==> src/rtl/alu_pkg.sv <==
// Shared opcode definitions and per-bit gate evaluation for the bitwise ALU path.
package alu_pkg;

  localparam int OP_W = 4;

  localparam logic [OP_W-1:0] OP_AND    = 4'd0;
  localparam logic [OP_W-1:0] OP_NAND   = 4'd1;
  localparam logic [OP_W-1:0] OP_OR     = 4'd2;
  localparam logic [OP_W-1:0] OP_NOR    = 4'd3;
  localparam logic [OP_W-1:0] OP_XOR    = 4'd4;
  localparam logic [OP_W-1:0] OP_XNOR   = 4'd5;
  localparam logic [OP_W-1:0] OP_NOT_A  = 4'd6;
  localparam logic [OP_W-1:0] OP_PASS_A = 4'd7;

  // Anything past PASS_A is reserved and reported as an error.
  function automatic logic op_illegal(input logic [OP_W-1:0] op);
    return (op > OP_PASS_A);
  endfunction

  function automatic logic gate_bit(input logic [OP_W-1:0] op, input logic a, input logic b);
    logic r;
    r = 1'b0;
    case (op)
      OP_AND:    r = a & b;
      OP_NAND:   r = ~(a & b);
      OP_OR:     r = a | b;
      OP_NOR:    r = ~(a | b);
      OP_XOR:    r = a ^ b;
      OP_XNOR:   r = ~(a ^ b);
      OP_NOT_A:  r = ~a;
      OP_PASS_A: r = a;
      default:   r = 1'b0;
    endcase
    return r;
  endfunction

endpackage

==> src/rtl/alu_logic_core.sv <==
// Combinational bitwise gate bank: op/a/b -> y/err. Illegal opcodes force y to zero.
module alu_logic_core
  import alu_pkg::*;
#(
  parameter int WIDTH = 8
) (
  input  logic [OP_W-1:0]  op,
  input  logic [WIDTH-1:0] a,
  input  logic [WIDTH-1:0] b,
  output logic [WIDTH-1:0] y,
  output logic             err
);

  assign err = op_illegal(op);

  genvar gi;
  generate
    for (gi = 0; gi < WIDTH; gi++) begin : g_bit
      assign y[gi] = err ? 1'b0 : gate_bit(op, a[gi], b[gi]);
    end
  endgenerate

endmodule

==> src/rtl/alu_logic_pipe.sv <==
// Two-stage valid/ready pipeline around alu_logic_core with zero/error flags.
// Optional parity output enabled by defining ALU_LOGIC_PARITY_EN.
module alu_logic_pipe
  import alu_pkg::*;
#(
  parameter int WIDTH = 8
) (
  input  logic             clk,
  input  logic             rst_n,
  input  logic             in_valid,
  output logic             in_ready,
  input  logic [OP_W-1:0]  in_op,
  input  logic [WIDTH-1:0] in_a,
  input  logic [WIDTH-1:0] in_b,
  output logic             out_valid,
  input  logic             out_ready,
  output logic [WIDTH-1:0] out_y,
  output logic             out_zero,
  output logic             out_err
`ifdef ALU_LOGIC_PARITY_EN
  ,
  output logic             out_par
`endif
);

  logic             s1_valid_q, s1_valid_d;
  logic [OP_W-1:0]  s1_op_q, s1_op_d;
  logic [WIDTH-1:0] s1_a_q, s1_a_d;
  logic [WIDTH-1:0] s1_b_q, s1_b_d;

  logic             s2_valid_q, s2_valid_d;
  logic [WIDTH-1:0] s2_y_q, s2_y_d;
  logic             s2_zero_q, s2_zero_d;
  logic             s2_err_q, s2_err_d;
`ifdef ALU_LOGIC_PARITY_EN
  logic             s2_par_q, s2_par_d;
`endif

  logic             s2_accept;
  logic             s1_load;
  logic             s2_load;
  logic [WIDTH-1:0] core_y;
  logic             core_err;

  // S2 frees up either when empty or when downstream takes its result this edge.
  assign s2_accept = !s2_valid_q || out_ready;
  assign in_ready  = !s1_valid_q || s2_accept;
  assign s1_load   = in_valid && in_ready;
  assign s2_load   = s1_valid_q && s2_accept;

  alu_logic_core #(
    .WIDTH(WIDTH)
  ) u_core (
    .op  (s1_op_q),
    .a   (s1_a_q),
    .b   (s1_b_q),
    .y   (core_y),
    .err (core_err)
  );

  always_comb begin
    s1_valid_d = s1_valid_q;
    s1_op_d    = s1_op_q;
    s1_a_d     = s1_a_q;
    s1_b_d     = s1_b_q;
    s2_valid_d = s2_valid_q;
    s2_y_d     = s2_y_q;
    s2_zero_d  = s2_zero_q;
    s2_err_d   = s2_err_q;
`ifdef ALU_LOGIC_PARITY_EN
    s2_par_d   = s2_par_q;
`endif

    if (s1_load) begin
      s1_valid_d = 1'b1;
      s1_op_d    = in_op;
      s1_a_d     = in_a;
      s1_b_d     = in_b;
    end else if (s2_load) begin
      s1_valid_d = 1'b0;
    end

    if (s2_accept) begin
      s2_valid_d = s1_valid_q;
    end

    if (s2_load) begin
      s2_y_d    = core_y;
      s2_zero_d = (core_y == '0);
      s2_err_d  = core_err;
`ifdef ALU_LOGIC_PARITY_EN
      s2_par_d  = ^core_y;
`endif
    end
  end

  always_ff @(posedge clk) begin
    if (!rst_n) begin
      s1_valid_q <= 1'b0;
      s1_op_q    <= '0;
      s1_a_q     <= '0;
      s1_b_q     <= '0;
      s2_valid_q <= 1'b0;
      s2_y_q     <= '0;
      s2_zero_q  <= 1'b0;
      s2_err_q   <= 1'b0;
`ifdef ALU_LOGIC_PARITY_EN
      s2_par_q   <= 1'b0;
`endif
    end else begin
      s1_valid_q <= s1_valid_d;
      s1_op_q    <= s1_op_d;
      s1_a_q     <= s1_a_d;
      s1_b_q     <= s1_b_d;
      s2_valid_q <= s2_valid_d;
      s2_y_q     <= s2_y_d;
      s2_zero_q  <= s2_zero_d;
      s2_err_q   <= s2_err_d;
`ifdef ALU_LOGIC_PARITY_EN
      s2_par_q   <= s2_par_d;
`endif
    end
  end

  assign out_valid = s2_valid_q;
  assign out_y     = s2_y_q;
  assign out_zero  = s2_zero_q;
  assign out_err   = s2_err_q;
`ifdef ALU_LOGIC_PARITY_EN
  assign out_par   = s2_par_q;
`endif

endmodule

==> config.mk <==
export PLATFORM = sky130hd
export DESIGN_NAME = alu_logic_pipe
export DESIGN_NICKNAME = d
export VERILOG_FILES = /design/src/rtl/alu_pkg.sv /design/src/rtl/alu_logic_core.sv /design/src/rtl/alu_logic_pipe.sv
export SDC_FILE = /design/constraint.sdc
export NUM_CORES = 1
export LEC_CHECK = 0
export ABC_AREA = 0
export BUFFER_PORTS_ARGS = -buffer_cell sky130_fd_sc_hd__buf_2
export CORE_MARGIN = 1
export CORE_UTILIZATION = 45
export CTS_BUF_LIST = sky130_fd_sc_hd__clkbuf_4 sky130_fd_sc_hd__clkbuf_8 sky130_fd_sc_hd__clkbuf_16
export CTS_CLUSTER_DIAMETER = 80
export DETAILED_ROUTE_END_ITERATION = 7
export GPL_TIMING_DRIVEN = 0
export PLACE_DENSITY = 0.67
export REMOVE_ABC_BUFFERS = 1
export SLEW_MARGIN = 20
export SYNTH_ARGS = -nofsm -noshare
export SYNTH_HDL_FRONTEND = slang
export SYNTH_SLANG_ARGS = --single-unit
==> constraint.sdc <==
create_clock -name clk -period 2.3 [get_ports clk]
set_input_delay 0 -clock clk [delete_from_list [all_inputs] [get_ports clk]]
set_output_delay 0 -clock clk [all_outputs]
set_load 0.01 [all_outputs]
==> results of run 1 <==
[layer usage]
metal / wire (um) / global-route usage, % / part of all wire, %
met1: 1740 / 21.4 / 50
met2: 1550 / 26.5 / 45
met3: 132 / 5.50 / 3.8
met4: 50 / 6.25 / 1.4
met5: 0 / 0 / 0
[cell type report]
type                       count  area share (%)
multi-input combinational    149            47.7
sequential                    32            26.3
timing repair buffer          56            15.8
clock buffer                   8            4.01
inverter                      23            3.55
tap                           50            2.57
[state kept, by name, indices dropped and copies added (netlist names)]
name / flops
out_valid: 1
s1_valid_q: 1
out_err: 1
s1_op_q: 4
out_y: 8
s1_b_q: 8
s1_a_q: 8
out_zero: 1
[worst reg2reg max path: cells and delay by family (launching register included)]
family / cells / cell delay (ps)
multiplexers: 1 / 710
flip-flops: 1 / 750
AO/OA/AOI/OAI: 2 / 360
AND/OR/NAND/NOR: 1 / 210
[repair_timing]
action                    CTS  global route
hold buffers               21             0
hold endpoints to repair   21             0
resized for setup           0             0
setup buffers               0             0
[logic make-up after synthesis]
kind of cell	synth area share (%)
fa+ha+maj	10.2
xor+xnor	3.57
simple gates	18.3
mux	13.8
flops	32.7
compound gates	13.3
buf+inv	8.10
[worst paths after layout]
check | end | slack [ps] | startpoint
setup / recovery | out_zero$_SDFFE_PN0P_ | 170 | s1_op_q[1]$_SDFFE_PN0P_
hold reg to reg | out_zero$_SDFFE_PN0P_ | 460 | out_zero$_SDFFE_PN0P_
hold / removal | out_valid$_SDFFE_PN0P_ | 60 | out_ready
setup reg to reg | out_zero$_SDFFE_PN0P_ | 170 | s1_op_q[1]$_SDFFE_PN0P_
[synthesized netlist by cell type, drive strengths merged]
library cell,count,area [um^2]
xor2,6,52.6
nand3,1,5.00
nor2b,9,56.3
mux2,2,22.5
dfxtp,32,641
a21oi,1,5.00
nand2b,5,31.3
mux2i,5,50.1
inv,23,86.3
o21ai,1,5.00
and4,2,17.5
and2,5,31.3
and3,1,6.26
clkbuf,8,30.0
ha,16,200
a22oi,8,60.1
nand2,44,165
mux4,8,199
a41oi,1,8.76
o21a,1,7.51
nor3,1,5.00
xnor2,2,17.5
buf,4,42.5
a21boi,20,150
nor2,3,11.3
or2b,4,30.0
o311ai,1,8.76
o31ai,2,15.0
[power groups by stage]
stage,clock network (uW),logic [uW],registers [uW]
2_1_floorplan,0,138,625
3_3_place_gp,0,196,628
3_5_place_dp,0,202,628
4_1_cts,479,230,616
5_1_grt,510,257,621
6_report,462,227,616
[stage by stage]
| stage | utilization (%) | total power [uW] | instances | worst slack, ps |
|---|---|---|---|---|
| floorplan | - | 763 | 204 | 371 |
| global placement | 52.0 | 824 | 289 | 175 |
| detailed placement | 52.0 | 831 | 289 | 163 |
| CTS | 59.6 | 1330 | 318 | 157 |
| global route | 59.6 | 1390 | 318 | 31.6 |
| finish | 59.6 | 1300 | 318 | 166 |
==> run metrics, run 1 <==
flops & latches, synth 32; P&R area growth vs syn 24.1%; element type at the critical path start flop; Lkg Pwr between 0.001 and 0.0015 uW; maxcap violations 0; P_int between 900 and 1000 uW; CP delay by family, top flip-flops; PD cells 536 nW/um^2; crit path kind reg2reg; hold path cells 3; Root Driver clkbuf_8; Fill cells between 300 and 400; sequential share of the synthesized area about a third; CP Depth 4; final antenna-violating net count 0; Die Wd 68.0 um; Setup violations, final 0; Cell Chain, Critical Path mux4_1, and3_1, o311ai_1, o21ai_1; std cell rows 23; slowest cell on the critical path dfxtp_1; Vias 1523; total negative slack 0 ps; global-route wire length before repair between 5 and 6 mm; clock buffer depth 2; Comb power frac between 10% and 20%; commonest non-fill, non-tap cells in the layout nand2_1, buf_2, dfxtp_1, inv_1, dlygate4sd3_1; commonest non-fill, non-tap cell in the layout nand2_1; Worst EP required roughly 2500 ps; clk sinks 32; Period minus WS final 2130 ps; area of the multi-input gates about 1200 um^2; area occupied by registers approximately 640 um^2; io pins 36; DR WL/cell roughly 11 um; peak supply drop 344 uV; Critical Path Fanout Max 18; relative slew slack a little over half; FMAX about 470 MHz; ratio of cells with drive above 1 in the final layout between 15 and 20%; Finished Cell Area 2430 um^2; Flop pwr share ~47%; Worst setup EP type flop; Buf+Inv Stages, Crit Path 0; 1st-iter DRT viols 64; vias per inst around 4.8; Yosys cell types 32; warning count from the yosys run 0; Hold Slack about 56 ps; period utilization between 90% and 100%; syn_area_per_cell between 9 and 10 um^2; HP Class in2reg; initial antenna violation count 0; total CTS buffers 5; worst-margin pin slew 693 ps; RD Place Congestion 0.706; Register-to-Register Path Depth 4; DRT Pass-1 Iters 4; status complete, no violations; Port Buffers 35; Post-DP HPWL between 2 and 2.5 mm; synthesized area slightly below 2000 um^2; Starting Density about 48%; Die Footprint between 4000 and 5000 um^2; Setup Skew ~1.6 ps; vias in the first global route 1306; gr usage total between 15 and 20%; Sw Pwr around 330 uW; dpl cell area 2130 um^2; clk_lat worst skew between 200 and 300 ps; Post-Route WL approximately 3.5 mm; CTS H-tree depth 2; CP max stage delay 750 ps; final slew viol count 0; switch share roughly 25%; nets@finish approximately 310; Arr. time, crit path roughly 2300 ps; Placeable Area a little over 4000 um^2; largest net degree at the start of global routing 34; Final Hold Fails 0; # diodes 0; Reg clk slew, reported paths 60 ps; CTS tree built; grt total ovfl 0; die height slightly below 70 um; Gate Count Post-Synth 216; RSZ-0062 raised after global routing no; clock share of power between 30% and 40%; # DRC 0
(Power assumes the default switching activity.)
==> run 2: changes to the inputs <==
Settings changed: ABC_AREA 0 to 1.
==> run metrics, run 2 <==
status complete, no violations; vias per inst 4.80 (+0.22%); Critical Path Fanout Max 40 (+22); Synth Flop Type dfxtp_1; element type at the critical path start flop; crit path from out_valid$_SDFFE_PN0P_; nets@finish 394 (+28%); clk_lat worst skew 290 ps (about the same); global-route wire length before repair 7.59 mm (+33%); syn_area_per_cell 6.42 um^2 (-29%); Cell Chain, Critical Path nand3_1, nand2_2, o21ai_0, nor2_1, dlygate4sd3_1; CTS H-tree depth 2 (unchanged); Buf+Inv Stages, Crit Path 1 (+1); commonest non-fill, non-tap cells in the layout nand2_1, inv_1, buf_2, dfxtp_1, o21ai_0; CP delay by family, top simple AND/OR/NAND/NOR gates; PD cells 587 nW/um^2 (+9.6%); top cells by count, synth nand2_1, inv_1, dfxtp_1; gr usage total 22.6% (+5.8 points); die height 68.2 um (+0.25%); hold path cells 3 (unchanged); Reg clk slew, reported paths 70 ps (about the same); Tot Pwr 1410 uW (+8.2%); HP Class in2reg; dpl cell area 2170 um^2 (+1.9%); Starting Density 47.9% (-0.092 points); Core Util, Final 58.4% (-1.1 points); CP Depth 5 (+1); total negative slack 0 ps (unchanged); post-synth top area cell dfxtp_1; Finished Cell Area 2400 um^2 (-1.2%); CP max stage delay 600 ps (-150 ps); Arr. time, crit path 2190 ps (-110 ps); worst hold start in_b[7]; top post-synthesis cells by area dfxtp_1, nand2_1, ha_1; number of cells after detailed placement 383 (+33%); DR WL/cell 11.6 um (+6.2%); Post-DP HPWL 3.09 mm (+31%); P_int 964 uW (-1.6%); initial antenna violation count 0 (unchanged); commonest non-fill, non-tap cell in the layout nand2_1; io pins 36 (unchanged); synthesized area 1970 um^2 (+0.51%); Sw Pwr 448 uW (+38%); clock buffer depth 2 (unchanged); maxcap violations 0 (unchanged); Yosys top cell area share 32.5% (-0.17 points); Die Footprint 4650 um^2 (+0.50%); std cell rows 23 (unchanged); relative slew slack 58.2% (+4.4 points); clock share of power 32.7% (-2.7 points); Port Buffers 35 (unchanged); ratio of cells with drive above 1 in the final layout 14.4% (-3.5 points); grt total ovfl 0 (unchanged); Placeable Area 4120 um^2 (+0.70%); worst-margin pin slew 625 ps (-67.2 ps); CTS tree built; clk sinks 32 (unchanged); # diodes 0 (unchanged); Vias 1944 (+28%); Yosys cell types 18 (-44%); DRT Pass-1 Iters 4 (unchanged); peak supply drop 317 uV (-8.0%); final slew viol count 0 (unchanged); period utilization 85.5% (-7.3 points); final antenna-violating net count 0 (unchanged); 1st-iter DRT viols 83 (+30%); Worst setup EP type flop; P&R area growth vs syn 22.0%; Register-to-Register Path Depth 5 (+1); most frequent cell after synthesis nand2_1; Post-Route WL 4.69 mm (+35%); Setup Skew 7.86 ps (+6.26 ps); number of flops mapped to enable cells by yosys 0 (unchanged); sequential share of the synthesized area 32.5% (-0.17 points); Final Hold Fails 0 (unchanged); crit path kind reg2reg; Flop pwr share 43.8% (-3.4 points); Synth async-reset ratio 0% (unchanged); Comb power frac 23.4% (+6.0 points); post-route non-filler standard cell count 405 (+27%); RD Place Congestion 0.809 (+15%); Gate Count Post-Synth 307 (+42%); Post-CTS Setup Inserts 0 (unchanged); warning count from the yosys run 0 (unchanged); reg2reg start out_valid$_SDFFE_PN0P_; Root Driver clkbuf_8; vias in the first global route 1718 (+32%); flops & latches, synth 32 (unchanged); Period minus WS final 1970 ps (-168 ps); Die Wd 68.2 um (+0.25%); slowest cell on the critical path dlygate4sd3_1; # DRC 0 (unchanged); FMAX 509 MHz (+8.6%); total CTS buffers 5 (unchanged); switch share 31.7% (+6.8 points); largest net degree at the start of global routing 41 (+21%); Lkg Pwr 0.00134 uW (+20%); Setup violations, final 0 (unchanged); RSZ-0062 raised after global routing no; Worst EP required 2520 ps (+50 ps)
run 2: cell types whose count changed in the layout (fill, tap and decap cells not counted), sizes merged, moves of 9 or more:
| cell | before | now |
|---|---|---|
| nand3 | 1 | 14 |
| a21oi | 1 | 24 |
| nand2 | 44 | 101 |
| nor2 | 3 | 19 |
| inv | 23 | 53 |
| nor2b | 9 | 0 |
| o21ai | 1 | 27 |
| a21boi | 20 | 0 |
run 2: cells by family after synthesis:
family | after synthesis | synth area share [%]
AND/OR/NAND/NOR | 137 | 28.4
buffers and inverters | 62 | 12.3
AO/OA/AOI/OAI | 59 | 16.1
flip-flops | 32 | 32.5
adder cells (fa/ha/maj) | 16 | 10.2
multiplexers | 1 | 0.571
run 2: what timing repair did:
item	CTS	global route
endpoints found under the setup margin	0	3
gates resized for setup	0	1
endpoints found under the hold margin	13	0
hold buffers	14	0
run 2: through the flow:
step                      worst slack (ps)  hold WS (ps)
final                                  334          1.21
after global routing                   161          4.47
after CTS                             25.3          1.76
after detailed placement               132           269
after global placement                 172           249
after floorplan                        590           132
run 2: worst paths after layout:
kind,endpoint,slack (ps)
setup / recovery,s1_op_q[3]$_SDFFE_PN0P_,330
hold / removal,s1_b_q[7]$_SDFFE_PN0P_,1
setup reg to reg,s1_op_q[3]$_SDFFE_PN0P_,330
hold reg to reg,out_err$_SDFFE_PN0P_,470
run 2: area by class of cell:
class / count / area (um^2)
clock inverters: 2 / 10.0
multi-input cells: 213 / 1090
flip-flops and latches: 32 / 641
inverters: 53 / 199
fillers: 412 / 1710
clock buffers: 6 / 82.6
repair buffers: 49 / 315
well taps: 50 / 62.6
run 2: tightest hold or removal path, delay by kind of cell:
kind | cells | cell delay [ps]
compound gates | 2 | 180
buf+inv | 1 | 70
run 2: metal layers:
layer	global-route usage (%)	wire (um)	part of all wire (%)
met4	5.99	61	1.3
met3	6.17	189	4.0
met5	0	0	0
met2	40.4	2350	50
met1	26.2	2090	45
run 2: power by group through the flow:
| stage | registers, uW | clock network [uW] | logic, uW |
|---|---|---|---|
| global route | 625 | 498 | 382 |
| CTS | 619 | 466 | 330 |
| global placement | 630 | 0 | 300 |
| detailed placement | 631 | 0 | 308 |
| finish | 619 | 462 | 331 |
| floorplan | 633 | 0 | 211 |
==> run 3: changes to the inputs <==
Settings changed: PLACE_DENSITY 0.67 to 0.66, SYNTH_HIERARCHICAL set to 1.
==> run metrics, run 3 <==
vias in the first global route 1772 (+3.1%); # diodes 0 (unchanged); # DRC 0 (unchanged); largest net degree at the start of global routing 43 (+4.9%); status complete, no violations; number of cells after detailed placement 435 (+14%); P_int 992 uW (+2.9%); warning count from the yosys run 6 (+6); Critical Path Fanout Max 25 (-38%); Setup violations, final 0 (unchanged); Cell Chain, Critical Path nor2_2, nand3_1, nand2_1, nor2_1, nand2_1, nor2_1, nand2_1, nor2_1, nor2_1, nor2_1; Worst setup EP type flop; Buf+Inv Stages, Crit Path 0 (-1); final antenna-violating net count 0 (unchanged); RD Place Congestion 0.747 (-7.7%); grt total ovfl 0 (unchanged); vias per inst 4.78 (-0.49%); maxcap violations 0 (unchanged); Core Util, Final 52.5% (-5.9 points); DRT Pass-1 Iters 7 (+3); Final Hold Fails 0 (unchanged); flops & latches, synth 32 (unchanged); CP max stage delay 760 ps (+160 ps); Flop pwr share 44.3% (+0.5 points); Yosys cell types 21 (+3); CTS tree built; clock buffer depth 2 (unchanged); complex-gate fraction of the synthesized area 6.66% (-9.4 points); Die Footprint 5470 um^2 (+18%); FMAX 508 MHz (-0.13%); HP Class in2reg; global-route wire length before repair 7.80 mm (+2.8%); Post-Synth XOR/XNOR Area 0% (unchanged); CP delay by family, top simple AND/OR/NAND/NOR gates; synthesized area 2330 um^2 (+18%); relative slew slack 36.9% (-21 points); Post-CTS Setup Inserts 0 (unchanged); crit-path most repeated cell nor2_1; io pins 36 (unchanged); clock share of power 33.0% (+0.3 points); mux cell area share after synthesis 0% (-0.57 points); number of flops mapped to enable cells by yosys 0 (unchanged); Root Driver clkbuf_8; Port Buffers 35 (unchanged); Vias 2116 (+8.8%); Fill cells 518 (+26%); Worst EP required 2470 ps (-50 ps); crit path kind reg2reg; Sw Pwr 431 uW (-3.8%); largest family of logic cells by synthesized area simple AND/OR/NAND/NOR gates; CTS H-tree depth 2 (unchanged); Tot Pwr 1420 uW (+0.79%); element type at the critical path start flop; Die Wd 73.9 um (+8.4%); Lkg Pwr 0.00130 uW (-2.7%); Placeable Area 4850 um^2 (+18%); slowest cell on the critical path nor2_2; commonest non-fill, non-tap cells in the layout nand2_1, nor2_1, nand3b_1, buf_2, dfxtp_1; post-synth top area cell dfxtp_1; std cell rows 25 (+8.7%); total negative slack 0 ps (unchanged); most frequent cell after synthesis nand2_1; Arr. time, crit path 2140 ps (-50 ps); Period minus WS final 1970 ps (+2.51 ps); Synth Area in Simple Gates 46.7% (+18 points); clk sinks 32 (unchanged); post-route non-filler standard cell count 443 (+9.4%); Post-DP HPWL 3.08 mm (-0.33%); Comb power frac 22.7% (-0.7 points); Reg clk slew, reported paths 70 ps (about the same); switch share 30.3% (-1.4 points); post-CTS sizing 0 (unchanged); gr usage total 18.5% (-4.1 points); clk_lat worst skew 290 ps (about the same); top cells by count, synth nand2_1, nor2_1, nand3b_1; 1st-iter DRT viols 102 (+23%); total CTS buffers 5 (unchanged); syn_area_per_cell 6.58 um^2 (+2.5%); Setup Skew 9.76 ps (+1.90 ps); period utilization 85.6% (+0.11 points); ratio of cells with drive above 1 in the final layout 15.4% (+1.1 points); worst-margin pin slew 945 ps (+320 ps); Synth Flop Type dfxtp_1; initial antenna violation count 0 (unchanged); Hold Slack 8.97 ps (+7.75 ps); die height 73.9 um (+8.4%); Post-Synth Adder-Cell Area 8.60% (-1.6 points); Hold-fix buffers, CTS 0 (-14); RSZ-0062 raised after global routing no; Post-Route WL 4.57 mm (-2.6%); P&R area growth vs syn 9.30%; final slew viol count 0 (unchanged); PD cells 559 nW/um^2 (-4.8%); Yosys top cell area share 27.5% (-5.0 points); Starting Density 48.0% (+0.14 points); Synth async-reset ratio 0% (unchanged); commonest non-fill, non-tap cell in the layout nand2_1; sequential share of the synthesized area 27.5% (-5.0 points); top post-synthesis cells by area dfxtp_1, nand2_1, nand3b_1; peak supply drop 252 uV (-21%); Gate Count Post-Synth 354 (+15%); DR WL/cell 10.3 um (-11%); nets@finish 415 (+5.3%)
==> run 3: layout make-up <==
| class | count | area (um^2) | share of cell area, % |
|---|---|---|---|
| tap | 67 | 83.8 | 3.29 |
| inverter | 28 | 105 | 4.13 |
| clock buffer | 8 | 97.6 | 3.83 |
| multi-input combinational | 273 | 1440 | 56.7 |
| timing repair buffer | 35 | 175 | 6.88 |
| sequential | 32 | 641 | 25.2 |
==> run 3: kinds of logic after synthesis <==
logic type	Yosys count
compound gates	31
fa+ha+maj	16
buf+inv	49
flops	32
simple gates	226
==> run 3: layer usage <==
layer  GRT usage [%]  routed length (um)  vias to the layer above
li1                -                   -                     1165
met1            23.2                2370                      907
met2            31.0                2010                       40
met3            4.47                 155                        4
met4            6.41                  34                        0
met5               0                   0                        -
==> run 3: power groups by stage <==
stage	Combinational (uW)	Clock [uW]	Sequential (uW)
finish	323	470	631
global route	378	521	637
CTS	325	488	632
detailed placement	324	0	644
global placement	317	0	642
floorplan	224	0	644
==> run 3: stage by stage <==
step | instance area, um^2 | setup WS, ps
final | 2540 | 332
after global routing | 2540 | 126
after CTS | 2540 | 314
after detailed placement | 2450 | 324
after global placement | 2450 | 372
after floorplan | 2190 | 721
==> run 3: final timing paths <==
path                      startpoint                endpoint  slack [ps]  cells past startpoint
max reg2reg  s1_op_q[3]$_SDFFE_PN0P_   out_zero$_SDFFE_PN0P_         330                     10
min reg2reg     out_err$_SDFFE_PN0P_    out_err$_SDFFE_PN0P_         470                      2
max          s1_op_q[3]$_SDFFE_PN0P_   out_zero$_SDFFE_PN0P_         330                     10
min                          in_b[5]  s1_b_q[5]$_SDFFE_PN0P_           9                      4
==> run 3: tightest hold or removal path: cells and delay by family <==
family	cells	cell delay, ps
simple gates	3	190
buf+inv	1	70
